$ cat src/rtl/i2c_cond_gen_pkg.sv
// Shared definitions for the I2C START/STOP condition generator.
//   - state_t        : condition-generator states
//   - CMD_*          : command codes on the cmd port
//   - *_TENTHS       : bus timing minimums in tenths of a microsecond
//   - t_cycles()     : converts a tenths-of-us minimum into clk cycles
//   - oe_of()        : line drive pattern {scl_oe, sda_oe} held in each state
package i2c_cond_gen_pkg;

    typedef enum logic [2:0] {
        ST_IDLE,
        ST_STA_SU,
        ST_STA_HD,
        ST_HOLD,
        ST_RS_LOW,
        ST_STO_LOW,
        ST_STO_SU,
        ST_STO_BUF
    } state_t;

    localparam logic [1:0] CMD_START = 2'b01;
    localparam logic [1:0] CMD_STOP  = 2'b10;

    // Standard mode (100 kHz) minimums, tenths of a microsecond.
    localparam int STD_SU_STA_TENTHS = 47;
    localparam int STD_HD_STA_TENTHS = 40;
    localparam int STD_SU_STO_TENTHS = 40;
    localparam int STD_BUF_TENTHS    = 47;
    localparam int STD_LOW_TENTHS    = 47;

    // Fast mode (400 kHz) minimums, tenths of a microsecond.
    localparam int FST_SU_STA_TENTHS = 6;
    localparam int FST_HD_STA_TENTHS = 6;
    localparam int FST_SU_STO_TENTHS = 6;
    localparam int FST_BUF_TENTHS    = 13;
    localparam int FST_LOW_TENTHS    = 13;

    // ceil(tenths/10 * us) in integer arithmetic; a zero result becomes 1 so
    // every timed state lasts at least one enabled cycle.
    function automatic int t_cycles(input int tenths, input int us);
        int c;
        c = (tenths * us + 9) / 10;
        return (c < 1) ? 1 : c;
    endfunction

    function automatic int max2(input int a, input int b);
        return (a > b) ? a : b;
    endfunction

    // {scl_oe, sda_oe}; a 1 pulls the line low.
    function automatic logic [1:0] oe_of(input state_t s);
        case (s)
            ST_STA_HD:  return 2'b01;
            ST_HOLD:    return 2'b11;
            ST_RS_LOW:  return 2'b10;
            ST_STO_LOW: return 2'b11;
            ST_STO_SU:  return 2'b01;
            default:    return 2'b00;
        endcase
    endfunction

endpackage

$ cat src/rtl/i2c_cond_gen_period_timer.sv
// Down-counter that times the dwell of one condition-generator state.
//   clk, rst  : clock, asynchronous active-high reset (count cleared)
//   load      : high on the first cycle of a timed state; load_val is used
//               as the count for that cycle
//   load_val  : T-1 for the state being entered
//   enable    : count this cycle (low pauses the count)
//   expired   : count is 0 on an enabled cycle; the owner leaves the state
//               at the next edge, giving exactly T enabled cycles of dwell
module i2c_period_timer #(
    parameter int W = 6
) (
    input  logic         clk,
    input  logic         rst,
    input  logic         load,
    input  logic [W-1:0] load_val,
    input  logic         enable,
    output logic         expired
);

    logic [W-1:0] count;
    logic [W-1:0] cur;

    // The load value takes effect on the entry cycle itself, so that cycle
    // already counts as the first enabled cycle.
    assign cur     = load ? load_val : count;
    assign expired = enable && (cur == '0);

    always_ff @(posedge clk or posedge rst) begin
        if (rst) begin
            count <= '0;
        end else if (enable && (cur != '0)) begin
            count <= cur - W'(1);
        end else begin
            count <= cur;
        end
    end

endmodule

$ cat src/rtl/i2c_cond_gen.sv
// I2C START / repeated-START / STOP condition generator.
//   US, I2C_MODE    : clk cycles per microsecond; 0 standard, 1 fast mode
//   clk, rst        : clock, asynchronous active-high reset
//   cmd_vld, cmd    : command handshake; 01 START, 10 STOP, 00/11 no-op
//   cmd_rdy         : high in IDLE or HOLD (command can be taken)
//   bby             : bus busy from the bus-busy detector
//   scl_in, sda_in  : synchronized bus levels
//   scl_oe, sda_oe  : 1 pulls the line low, 0 releases it
//   done            : one-cycle pulse when a command completes
//   arbl            : one-cycle pulse on arbitration loss
//   own             : high whenever the block is out of IDLE
module i2c_cond_gen
    import i2c_cond_gen_pkg::*;
#(
    parameter int US       = 10,
    parameter int I2C_MODE = 0
) (
    input  logic       clk,
    input  logic       rst,
    input  logic       cmd_vld,
    input  logic [1:0] cmd,
    output logic       cmd_rdy,
    input  logic       bby,
    input  logic       scl_in,
    input  logic       sda_in,
    output logic       scl_oe,
    output logic       sda_oe,
    output logic       done,
    output logic       arbl,
    output logic       own
);

    localparam int T_SU_STA = t_cycles((I2C_MODE != 0) ? FST_SU_STA_TENTHS : STD_SU_STA_TENTHS, US);
    localparam int T_HD_STA = t_cycles((I2C_MODE != 0) ? FST_HD_STA_TENTHS : STD_HD_STA_TENTHS, US);
    localparam int T_SU_STO = t_cycles((I2C_MODE != 0) ? FST_SU_STO_TENTHS : STD_SU_STO_TENTHS, US);
    localparam int T_BUF    = t_cycles((I2C_MODE != 0) ? FST_BUF_TENTHS    : STD_BUF_TENTHS,    US);
    localparam int T_LOW    = t_cycles((I2C_MODE != 0) ? FST_LOW_TENTHS    : STD_LOW_TENTHS,    US);
    localparam int T_MAX    = max2(max2(max2(T_SU_STA, T_HD_STA), max2(T_SU_STO, T_BUF)), T_LOW);
    // floor(log2(T_MAX)) + 1 bits
    localparam int CNT_W    = $clog2(T_MAX + 1);

    // Count loaded on entry to state s.
    function automatic logic [CNT_W-1:0] load_for(input state_t s);
        case (s)
            ST_RS_LOW:  return CNT_W'(T_LOW - 1);
            ST_STO_LOW: return CNT_W'(T_LOW - 1);
            ST_STA_SU:  return CNT_W'(T_SU_STA - 1);
            ST_STA_HD:  return CNT_W'(T_HD_STA - 1);
            ST_STO_SU:  return CNT_W'(T_SU_STO - 1);
            ST_STO_BUF: return CNT_W'(T_BUF - 1);
            default:    return '0;
        endcase
    endfunction

    state_t           state;
    state_t           nxt;
    logic             from_rs;
    logic             from_rs_nxt;
    logic             done_nxt;
    logic             arbl_nxt;
    logic             accept;
    logic             arb_hit;
    logic             tmr_load;
    logic [CNT_W-1:0] tmr_val;
    logic             tmr_en;
    logic             tmr_exp;

    assign accept  = cmd_vld && cmd_rdy;
    // Another master pulled SDA low while SCL is high: it issued a START.
    assign arb_hit = scl_in && !sda_in;

    // STA_SU waits for a free bus only on a fresh START; a repeated START
    // already owns the bus, so there only SCL stretching pauses it.
    assign tmr_en = (state == ST_RS_LOW) || (state == ST_STA_HD) ||
                    (state == ST_STO_LOW) || (state == ST_STO_BUF) ||
                    ((state == ST_STA_SU) && scl_in && (from_rs || !bby)) ||
                    ((state == ST_STO_SU) && scl_in);

    i2c_period_timer #(
        .W        (CNT_W)
    ) u_timer (
        .clk      (clk),
        .rst      (rst),
        .load     (tmr_load),
        .load_val (tmr_val),
        .enable   (tmr_en),
        .expired  (tmr_exp)
    );

    always_comb begin
        nxt         = state;
        from_rs_nxt = from_rs;
        done_nxt    = 1'b0;
        arbl_nxt    = 1'b0;
        case (state)
            ST_IDLE: begin
                if (accept) begin
                    if (cmd == CMD_START) begin
                        nxt         = ST_STA_SU;
                        from_rs_nxt = 1'b0;
                    end else begin
                        done_nxt = 1'b1;
                    end
                end
            end
            ST_HOLD: begin
                if (accept) begin
                    if (cmd == CMD_START) begin
                        nxt = ST_RS_LOW;
                    end else if (cmd == CMD_STOP) begin
                        nxt = ST_STO_LOW;
                    end else begin
                        done_nxt = 1'b1;
                    end
                end
            end
            ST_RS_LOW: begin
                if (tmr_exp) begin
                    nxt         = ST_STA_SU;
                    from_rs_nxt = 1'b1;
                end
            end
            ST_STA_SU: begin
                if (arb_hit) begin
                    nxt      = ST_IDLE;
                    arbl_nxt = 1'b1;
                end else if (tmr_exp) begin
                    nxt = ST_STA_HD;
                end
            end
            ST_STA_HD: begin
                if (tmr_exp) begin
                    nxt      = ST_HOLD;
                    done_nxt = 1'b1;
                end
            end
            ST_STO_LOW: begin
                if (tmr_exp) nxt = ST_STO_SU;
            end
            ST_STO_SU: begin
                if (tmr_exp) nxt = ST_STO_BUF;
            end
            ST_STO_BUF: begin
                if (arb_hit) begin
                    nxt      = ST_IDLE;
                    arbl_nxt = 1'b1;
                end else if (tmr_exp) begin
                    nxt      = ST_IDLE;
                    done_nxt = 1'b1;
                end
            end
            default: nxt = ST_IDLE;
        endcase
    end

    // Outputs are registered from the next state so they change on the same
    // edge as the state and never glitch onto the bus.
    always_ff @(posedge clk or posedge rst) begin
        if (rst) begin
            state    <= ST_IDLE;
            from_rs  <= 1'b0;
            scl_oe   <= 1'b0;
            sda_oe   <= 1'b0;
            done     <= 1'b0;
            arbl     <= 1'b0;
            cmd_rdy  <= 1'b1;
            own      <= 1'b0;
            tmr_load <= 1'b0;
            tmr_val  <= '0;
        end else begin
            state              <= nxt;
            from_rs            <= from_rs_nxt;
            {scl_oe, sda_oe}   <= oe_of(nxt);
            done               <= done_nxt;
            arbl               <= arbl_nxt;
            cmd_rdy            <= (nxt == ST_IDLE) || (nxt == ST_HOLD);
            own                <= (nxt != ST_IDLE);
            tmr_load           <= (nxt != state);
            tmr_val            <= load_for(nxt);
        end
    end

endmodule
$ cat config.mk
export PLATFORM = sky130hd
export DESIGN_NAME = i2c_cond_gen
export DESIGN_NICKNAME = d
export VERILOG_FILES = /design/src/rtl/i2c_cond_gen_pkg.sv /design/src/rtl/i2c_cond_gen_period_timer.sv /design/src/rtl/i2c_cond_gen.sv
export SDC_FILE = /design/constraint.sdc
export NUM_CORES = 1
export LEC_CHECK = 0
export BUFFER_PORTS_ARGS = -buffer_cell sky130_fd_sc_hd__buf_2
export CORE_UTILIZATION = 45
export CTS_BUF_LIST = sky130_fd_sc_hd__clkbuf_8
export CTS_CLUSTER_SIZE = 8
export DETAILED_ROUTE_END_ITERATION = 10
export PLACE_DENSITY = 0.78
export SETUP_SLACK_MARGIN = 0.4
export SLEW_MARGIN = 20
export SYNTH_ARGS = -nofsm -noshare
export SYNTH_HDL_FRONTEND = slang
export SYNTH_SLANG_ARGS = --single-unit
$ cat constraint.sdc
create_clock -name clk -period 2.3 [get_ports clk]
set_input_delay 0.23 -clock clk [delete_from_list [all_inputs] [get_ports clk]]
set_output_delay 0.23 -clock clk [all_outputs]
set_load 0.05 [all_outputs]
After elaboration in Yosys (flattened, before gate mapping)
Cells that the tools add are included.
{"block": "totals", "reg_bits": 23, "latchBits": 0, "ram_bits": 0, "romBits": 0, "inputBits": 8, "out_inout_bits": 6, "word_cells": 91, "mem_count": 0}
{"block": "op_classes", "n_addsub": 1, "multipliers": 0, "div": 0, "n_lt_le_gt_ge": 0, "eq_ne": 20, "shift": 0, "mux": 32, "bitwise_logic": 0, "n_reduce_logical": 27}
{"op": "$mux W3", "count": 13}
{"op": "$eq A3 B3 Y1 const B", "count": 8}
{"op": "$pmux W3 S8", "count": 1}
{"op": "$eq A3 B2 Y1 const B", "count": 4}
{"op": "$mux W1", "count": 12}
{"op": "$mux W6", "count": 2}
{"op": "$pmux W6 S2", "count": 1}
{"op": "$logic_and A1 B1 Y1", "count": 7}
{"op": "$logic_or A1 B1 Y1", "count": 7}
{"op": "$eq A3 B1 Y1 const B", "count": 2}
{"op": "$logic_not A3 Y1", "count": 2}
{"op": "$logic_not A6 Y1", "count": 1}
{"op": "$ne A2 B2 Y1 const B", "count": 3}
{"op": "$pmux W2 S3", "count": 1}
{"op": "$reduce_bool A6 Y1", "count": 1}
{"op": "$reduce_or A2 Y1", "count": 3}
{"op": "$sub A6 B1 Y6 const B", "count": 1}
{"op": "$pmux W1 S4", "count": 1}
{"op": "$reduce_and A4 Y1", "count": 1}
{"op": "$reduce_or A4 Y1", "count": 1}
{"op": "$ne A3 B3 Y1", "count": 1}
{"op": "$reduce_bool A3 Y1", "count": 1}
{"op": "$eq A2 B1 Y1 const B", "count": 1}
{"op": "$eq A2 B2 Y1 const B", "count": 1}
{"op": "other kinds (3)", "count": 4}

Longest topological paths before layout
Gate-level depths: netlist of the first run.
{"block": "logic_depth", "depth_word": 13, "ltp_mapped": 9, "depth_no_buf": 9}

By module
Synthesis of the first run repeated with hierarchy kept, for this count alone.
{"block": "hier_totals", "cells_unflattened": 135, "hier_area_um2": 1361.3}
{"module": "i2c_cond_gen", "n_inst": 1, "cells_per_inst": 96, "area_per_inst_um2": 934.6, "seq_area_each_um2": 351.6}
{"module": "i2c_period_timer", "n_inst": 1, "cells_per_inst": 39, "area_per_inst_um2": 426.7, "seq_area_each_um2": 150.1}

Least setup slack after synthesis of the first run
OpenSTA, ideal clock, no wires.
{"block": "synth_path", "path_kind": "flip-flop to flip-flop", "startpoint": "reg tmr_load", "endpoint": "reg own", "setup_time_ns": 0.131, "arrival_time_ns": 2.068, "required_ns": 2.169, "slack_ns": 0.101, "stages_incl_launch_ff": 9, "cell_sequence": "dfrtp_1 > buf_6 > mux2i_1 > ha_1 > o211ai_4 > nor3_4 > o211ai_2 > and2_4 > or3_1"}
{"block": "synth_between", "elab_chain_cells": 7, "elab_cells_between_ends": 13}
{"element": "start: declaration", "line_no": "i2c_cond_gen.sv:63", "text": "logic tmr_load;"}
{"element": "start signal: assignment", "line_no": "i2c_cond_gen.sv:178", "text": "tmr_load <= (nxt != state);"}
{"element": "$mux W6 (*)", "line_no": "i2c_cond_gen_period_timer.sv:25", "text": "assign cur = load ? load_val : count;"}
{"element": "$logic_not A6 Y1 (*)", "line_no": "i2c_cond_gen_period_timer.sv:26", "text": "assign expired = enable && (cur == '0);"}
{"element": "$logic_and A1 B1 Y1 (*)", "line_no": "i2c_cond_gen_period_timer.sv:26"}
{"element": "$mux W3, on equally long branches", "line_no": "i2c_cond_gen.sv:147, i2c_cond_gen.sv:127"}
{"element": "$mux W3, on equally long branches", "line_no": "i2c_cond_gen.sv:144, i2c_cond_gen.sv:124"}
{"element": "$pmux W3 S8 (*)", "line_no": "i2c_cond_gen.sv:95", "text": "case (state)"}
{"element": "via nxt[0]", "line_no": "i2c_cond_gen.sv:56", "text": "state_t nxt;"}
{"element": "$reduce_bool A3 Y1 (*)", "line_no": "i2c_cond_gen.sv:177", "text": "own <= (nxt != ST_IDLE);"}
{"element": "end signal: assignment", "line_no": "i2c_cond_gen.sv:177"}
{"element": "end: declaration", "line_no": "i2c_cond_gen.sv:30", "text": "output logic own"}
The timed path passes the listed nets; every way through them passes the cells marked *.
A chain may end at the register's enable or synchronous reset.

Final worst setup path of the first run
Same ends and word-level chain as after synthesis.

==> metrics.cfg, run 1 <==
[critical_path]
critPathBufInv=1
crit_path_end_kind=flop
critical-path-slowest-cell=dfrtp_2
path_class=flop to flop
path_cells=mux2i_2 > ha_2 > o211ai_4 > o211ai_1 > o2bb2ai_2 > inv_2 > or3_4
r2r_setup_slack_ns=0.19
cp_max_fo=5
path_delay_family=compound AO/OA/AOI/OAI gates
required_ns=2.44
crit_path_start_kind=flop
cp_data_arrival_time_ns=2.25
cpPeakStageDelay_ns=0.47

[synthesis]
netlist_instances=129
synth_top_cell_by_area=dfrtp_1
synthTopCellsByArea=dfrtp_1, mux2i_1, xnor2_1
synth.top_cell.area_share_pct=36.9
yosysSeqAreaShare_pct=38.9
synthArstFlopShare_pct=100
synth-seq-cells=20
syn-cell-area_um2=1290
synth_cell_types=43
synth.avg_cell_area_um2=10.0
synth_flop_cell=dfrtp_1
synthTopCellsByCount=dfrtp_1, nand2_1, inv_1
synth_edf_count=0
synth_nets=141
synth_most_common_cell=dfrtp_1
ys_warn_count=0

[die]
initial_core_util_pct=47.2
core_um2=2730
io_pins=14
die_y_um=55.5
num_rows=19
dieArea_um2=3080
die_x_um=55.5

[final_layout]
ff_latch_area_um2=503
drive_gt1_share_pct=38.7
final_cell_count_no_fill=186
multi_input_area_um2=810
fill_cells=193
fin_nets=168
area_growth_pct=27.5
antenna_cells=0

[sta]
fmax_mhz=473
slew_headroom_pct=50.6
maxSlewViolCount=0
finalSetupViolCount=0
period_share_pct=91.8
fin_crit_ns=2.11
hold_violations=0
final.setup_skew_ns=0.00348
finalSetupTns_ns=0
holdWs_ns=0.0819
tightest_slew_ns=0.740
rsz0062_at_grt=yes

[power]
ir_drop_mv=0.776
power.density_nw_per_um2=1170
p_total_mw=1.92
leakage_nw=0.696

[route]
dr.pass1.iters=4
avgViaCountPerCell=5.71
num_vias=1062
drc_errors=0
drtIter0Drc=46
routedWlPerCell_um=16.4
postRouteAntennaNets=0
drt-total-wl_um=3050

[grt]
grt_max_degree=21
grt_usage_pct=19.9
grt_pass1_wl_um=4750
grt_overflow_total=0
grt_pass1_vias=1062
antenna_found_initial=0

[clock_network]
htree_num_levels=1
cts_tree=built
clkTransAtPathRegs_ns=0.08
clk_latency_ns=0.26
cts.sinks=20
cts_root_buffer=clkbuf_8
clk_path_buf_depth=2
cts_buffers=3

[placed_design]
dp.cells=172
io_buffers=13
place.gp.congestion=0.865
dpl.hpwl_um=1940

[run]
maxCapViolCount=0

[worst_hold_path]
hold_class=input port to asynchronous set/reset pin

[outcome]
status=finished clean

## worst paths after layout
path                          start  cells past startpoint               end
min reg2reg                 from_rs                      2           from_rs
max reg2reg                tmr_load                      7               own
max                        tmr_load                      7               own
max in group asynchronous       rst                      2          tmr_load
min                             rst                      2  u_timer.count[1]
min in group clk             sda_in                      4              arbl
## worst register-to-register path, delay by kind of cell (launching register included)
kind	cells	cell delay, ns
fa+ha+maj	1	0.25
buf+inv	1	0.09
mux	1	0.29
compound gates	3	0.52
flops	1	0.47
simple gates	1	0.37
## power by group
part / switching, mW / internal [mW]
sequential: 0.149 / 0.467
combinational: 0.515 / 0.438
clock: 0.122 / 0.232
## registers in the layout, indices dropped and copies added, names as in the netlist
signal / cells
own: 1
arbl: 1
done: 1
u_timer.count: 6
tmr_val: 3
from_rs: 1
sda_oe: 1
scl_oe: 1
state: 3
tmr_load: 1
cmd_rdy: 1
## per-layer routing
| metal | vias to the layer above | global-route usage (%) | routed length (um) |
|---|---|---|---|
| met4 | 0 | 7.14 | 61 |
| li1 | 513 | - | - |
| met5 | - | 0 | 0 |
| met3 | 7 | 3.04 | 129 |
| met1 | 502 | 25.2 | 1310 |
| met2 | 40 | 34.6 | 1550 |
## metrics by stage
step / area (um2) / worst slack, ns / util [%]
floorplan: 1310 / 0.194 / -
global placement: 1420 / 0.144 / 51.8
detailed placement: 1420 / 0.0425 / 51.8
CTS: 1580 / 0.258 / 57.8
global route: 1650 / 0.152 / 60.2
finish: 1650 / 0.188 / 60.2
## cells by family (layout without fill, tap and decap cells)
| logic type | count (synthesis) | after routing | share of synthesized area, % |
|---|---|---|---|
| compound gates | 33 | 33 | 21.1 |
| xor+xnor | 7 | 7 | 4.75 |
| fa+ha+maj | 4 | 4 | 3.88 |
| buf+inv | 15 | 41 | 5.33 |
| flops | 20 | 20 | 38.9 |
| mux | 7 | 7 | 5.72 |
| simple gates | 43 | 43 | 20.3 |
## cell type report
class / instances / area share (%)
repair buffers: 28 / 11.5
flip-flops and latches: 20 / 30.6
well taps: 31 / 2.36
clock inverters: 1 / 1.83
inverters: 9 / 2.05
clock buffers: 3 / 2.51
multi-input cells: 94 / 49.2
## timing repair
item / 4_1_cts / 5_1_grt
hold buffers: 0 / 0
setup endpoints to repair: 16 / 13
pin swaps: 12 / 4
resized for setup: 10 / 8
buffers inserted: 7 / 3
## cells in the final DEF, fill, tap and decap left out, drive strengths merged, types with 2 or more instances in the layout
cell / Yosys / layout
nand3: 7 / 7
nor2: 6 / 6
o211ai: 5 / 5
xnor2: 6 / 6
nor3: 5 / 5
clkbuf: 3 / 3
a21o: 2 / 2
mux2i: 7 / 7
nor4: 2 / 2
dfrtp: 19 / 19
inv: 9 / 9
buf: 3 / 28
nand2: 10 / 10
ha: 4 / 4
a21oi: 8 / 8
nor2b: 2 / 2
nor3b: 2 / 2
o21ai: 10 / 10
and3: 3 / 3
nand2b: 2 / 2
Note: power is estimated with default switching activity, not from simulation.
==> run 2: changes to the inputs <==
Settings changed: CORE_UTILIZATION 45 to 35, PLACE_DENSITY 0.78 to not set.
==> run 2 against run 1 <==
Net effect: flip-flop and latch count is the same; clock power shrank 23%; largest cell class unchanged; sequential share of layout area shrank 1.2 points.
==> metrics.cfg, run 2 (same netlist as run 1, synthesis figures left out) <==
[placed_design]
placed_cell_area_um2=1460  ; +2.9%
dpl.hpwl_um=1950  ; +0.23%
place.gp.congestion=0.842  ; -2.6%
io_buffers=13  ; unchanged
dp_worst_setup_slack_ns=0.0329  ; -0.00965 ns

[critical_path]
r2r_setup_slack_ns=0.24  ; +0.06 ns
path_class=flop to flop
r2r_end=own
cp_data_arrival_time_ns=2.19  ; -0.06 ns
cp_max_fo=6  ; +1
path_delay_family=simple AND/OR/NAND/NOR gates
required_ns=2.44  ; about the same
r2r_start=tmr_load
critPathBufInv=0  ; -1
r2r_cells=7  ; unchanged
path_cells=mux2i_4 > ha_2 > o211ai_4 > nor3_4 > a311o_1 > and2_4 > or3_1
crit_path_end_kind=flop
cpPeakStageDelay_ns=0.48  ; about the same
crit_path_start_kind=flop
critical-path-slowest-cell=dfrtp_2

[final_layout]
layout_common_cells=dfrtp_1, buf_4, buf_2
largest_reg_flops=6  ; unchanged
finalInstanceArea_um2=1720  ; +4.3%
fill_cells=316  ; +64%
top_regs=u_timer.count (6), state (3), tmr_val (3)
area_growth_pct=33.0
antenna_cells=0  ; unchanged
fin_nets=174  ; +3.6%
largest_register=u_timer.count
drive_gt1_share_pct=42.2  ; +3.5 points

[route]
avgViaCountPerCell=5.06  ; -11%
drc_errors=0  ; unchanged
drt-total-wl_um=2890  ; -5.4%
routedWlPerCell_um=13.9  ; -15%
dr.pass1.iters=4  ; unchanged
num_vias=1048  ; -1.3%
postRouteAntennaNets=0  ; unchanged
drtIter0Drc=19  ; -59%

[power]
clkPwrFrac_pct=14.7  ; -3.7 points
p_sw_mw=0.778  ; -0.92%
p_total_mw=1.85  ; -3.8%
internal_power_mw=1.07  ; -5.9%
power.density_nw_per_um2=1080  ; -7.8%
leakage_nw=0.732  ; +5.3%
seqPwrFrac_pct=33.5  ; +1.5 points
ir_drop_mv=0.538  ; -31%
p_comb_share_pct=51.8  ; +2.3 points
switching_share_pct=42.1  ; +1.2 points

[worst_hold_path]
hold_class=input port to asynchronous set/reset pin

[grt]
antenna_found_initial=0  ; unchanged
grt_overflow_total=0  ; unchanged
grt_max_degree=21  ; unchanged
grt_pass1_wl_um=5090  ; +7.0%
grt_pass1_vias=1083  ; +2.0%
grt_usage_pct=16.3  ; -3.6 points

[sta]
maxSlewViolCount=0  ; unchanged
tightest_slew_ns=0.772  ; +0.0311 ns
hold_violations=0  ; unchanged
period_share_pct=89.4  ; -2.4 points
rsz0062_at_grt=yes
finalSetupViolCount=0  ; unchanged
worst_slack_ns=0.244  ; +0.0560 ns
finalSetupTns_ns=0  ; unchanged
fin_crit_ns=2.06  ; -0.0560 ns
slew_headroom_pct=48.5  ; -2.1 points
holdWs_ns=0.0986  ; +0.0166 ns
fmax_mhz=486  ; +2.7%
final.setup_skew_ns=0.00332  ; -0.000153 ns

[clock_network]
cts_tree=built
clkTransAtPathRegs_ns=0.08  ; about the same
cts_root_buffer=clkbuf_8
cts_buffers=3  ; unchanged
clk_path_buf_depth=2  ; unchanged
htree_num_levels=1  ; unchanged
clk_latency_ns=0.26  ; about the same
cts.sinks=20  ; unchanged

[die]
die_y_um=62.7  ; +13%
initial_core_util_pct=37.5  ; -9.7 points
num_rows=21  ; +2
die_x_um=62.7  ; +13%
dieArea_um2=3930  ; +27%
core_um2=3440  ; +26%
io_pins=14  ; unchanged

[outcome]
status=finished clean

[run]
maxCapViolCount=0  ; unchanged

[run 2: cell type report]
type                    instances  area [um2]  area share, %
repair buffers                 34         238           13.9
multi-input cells              94         827           48.2
clock buffers                   4        55.1           3.21
flip-flops and latches         20         504           29.4
inverters                       9        33.8           1.97
well taps                      46        57.6           3.36
[run 2: repair_timing]
| item | in CTS | in global routing |
|---|---|---|
| buffers inserted | 10 | 3 |
| setup endpoints to repair | 14 | 12 |
| pin swaps | 12 | 8 |
| gates resized for setup | 13 | 10 |
| endpoints found under the hold margin | 0 | 0 |
| hold buffers | 0 | 0 |
[run 2: how the worst max path moves through the flow]
stage	start	to	slack, ns	depth (start not counted)
2_1_floorplan	tmr_load	own	0.19	8
3_3_place_gp	tmr_load	own	0.07	7
3_5_place_dp	tmr_load	own	0.03	7
4_1_cts	tmr_load	own	0.31	7
5_1_grt	tmr_load	own	0.12	7
6_report	tmr_load	own	0.24	7
[run 2: metrics by stage]
stage                     utilization [%]  instances
final                                49.8        207
after floorplan                         -        129
after detailed placement             42.3        190
after CTS                            47.8        204
after global routing                 49.8        207
after global placement               42.3        190
[run 2: routing by layer]
layer	part of all wire, %	vias to the layer above	track usage [%]
met5	0	-	0
li1	-	523	-
met4	1.3	0	6.10
met1	48	502	21.7
met2	48	19	25.8
met3	2.8	4	3.47
[run 2: power groups by stage]
stage / Clock, mW / Combinational [mW] / Sequential [mW]
2_1_floorplan: 0 / 0.568 / 0.636
3_3_place_gp: 0 / 0.747 / 0.601
3_5_place_dp: 0 / 0.761 / 0.606
4_1_cts: 0.281 / 0.869 / 0.613
5_1_grt: 0.298 / 1.05 / 0.634
6_report: 0.272 / 0.958 / 0.619
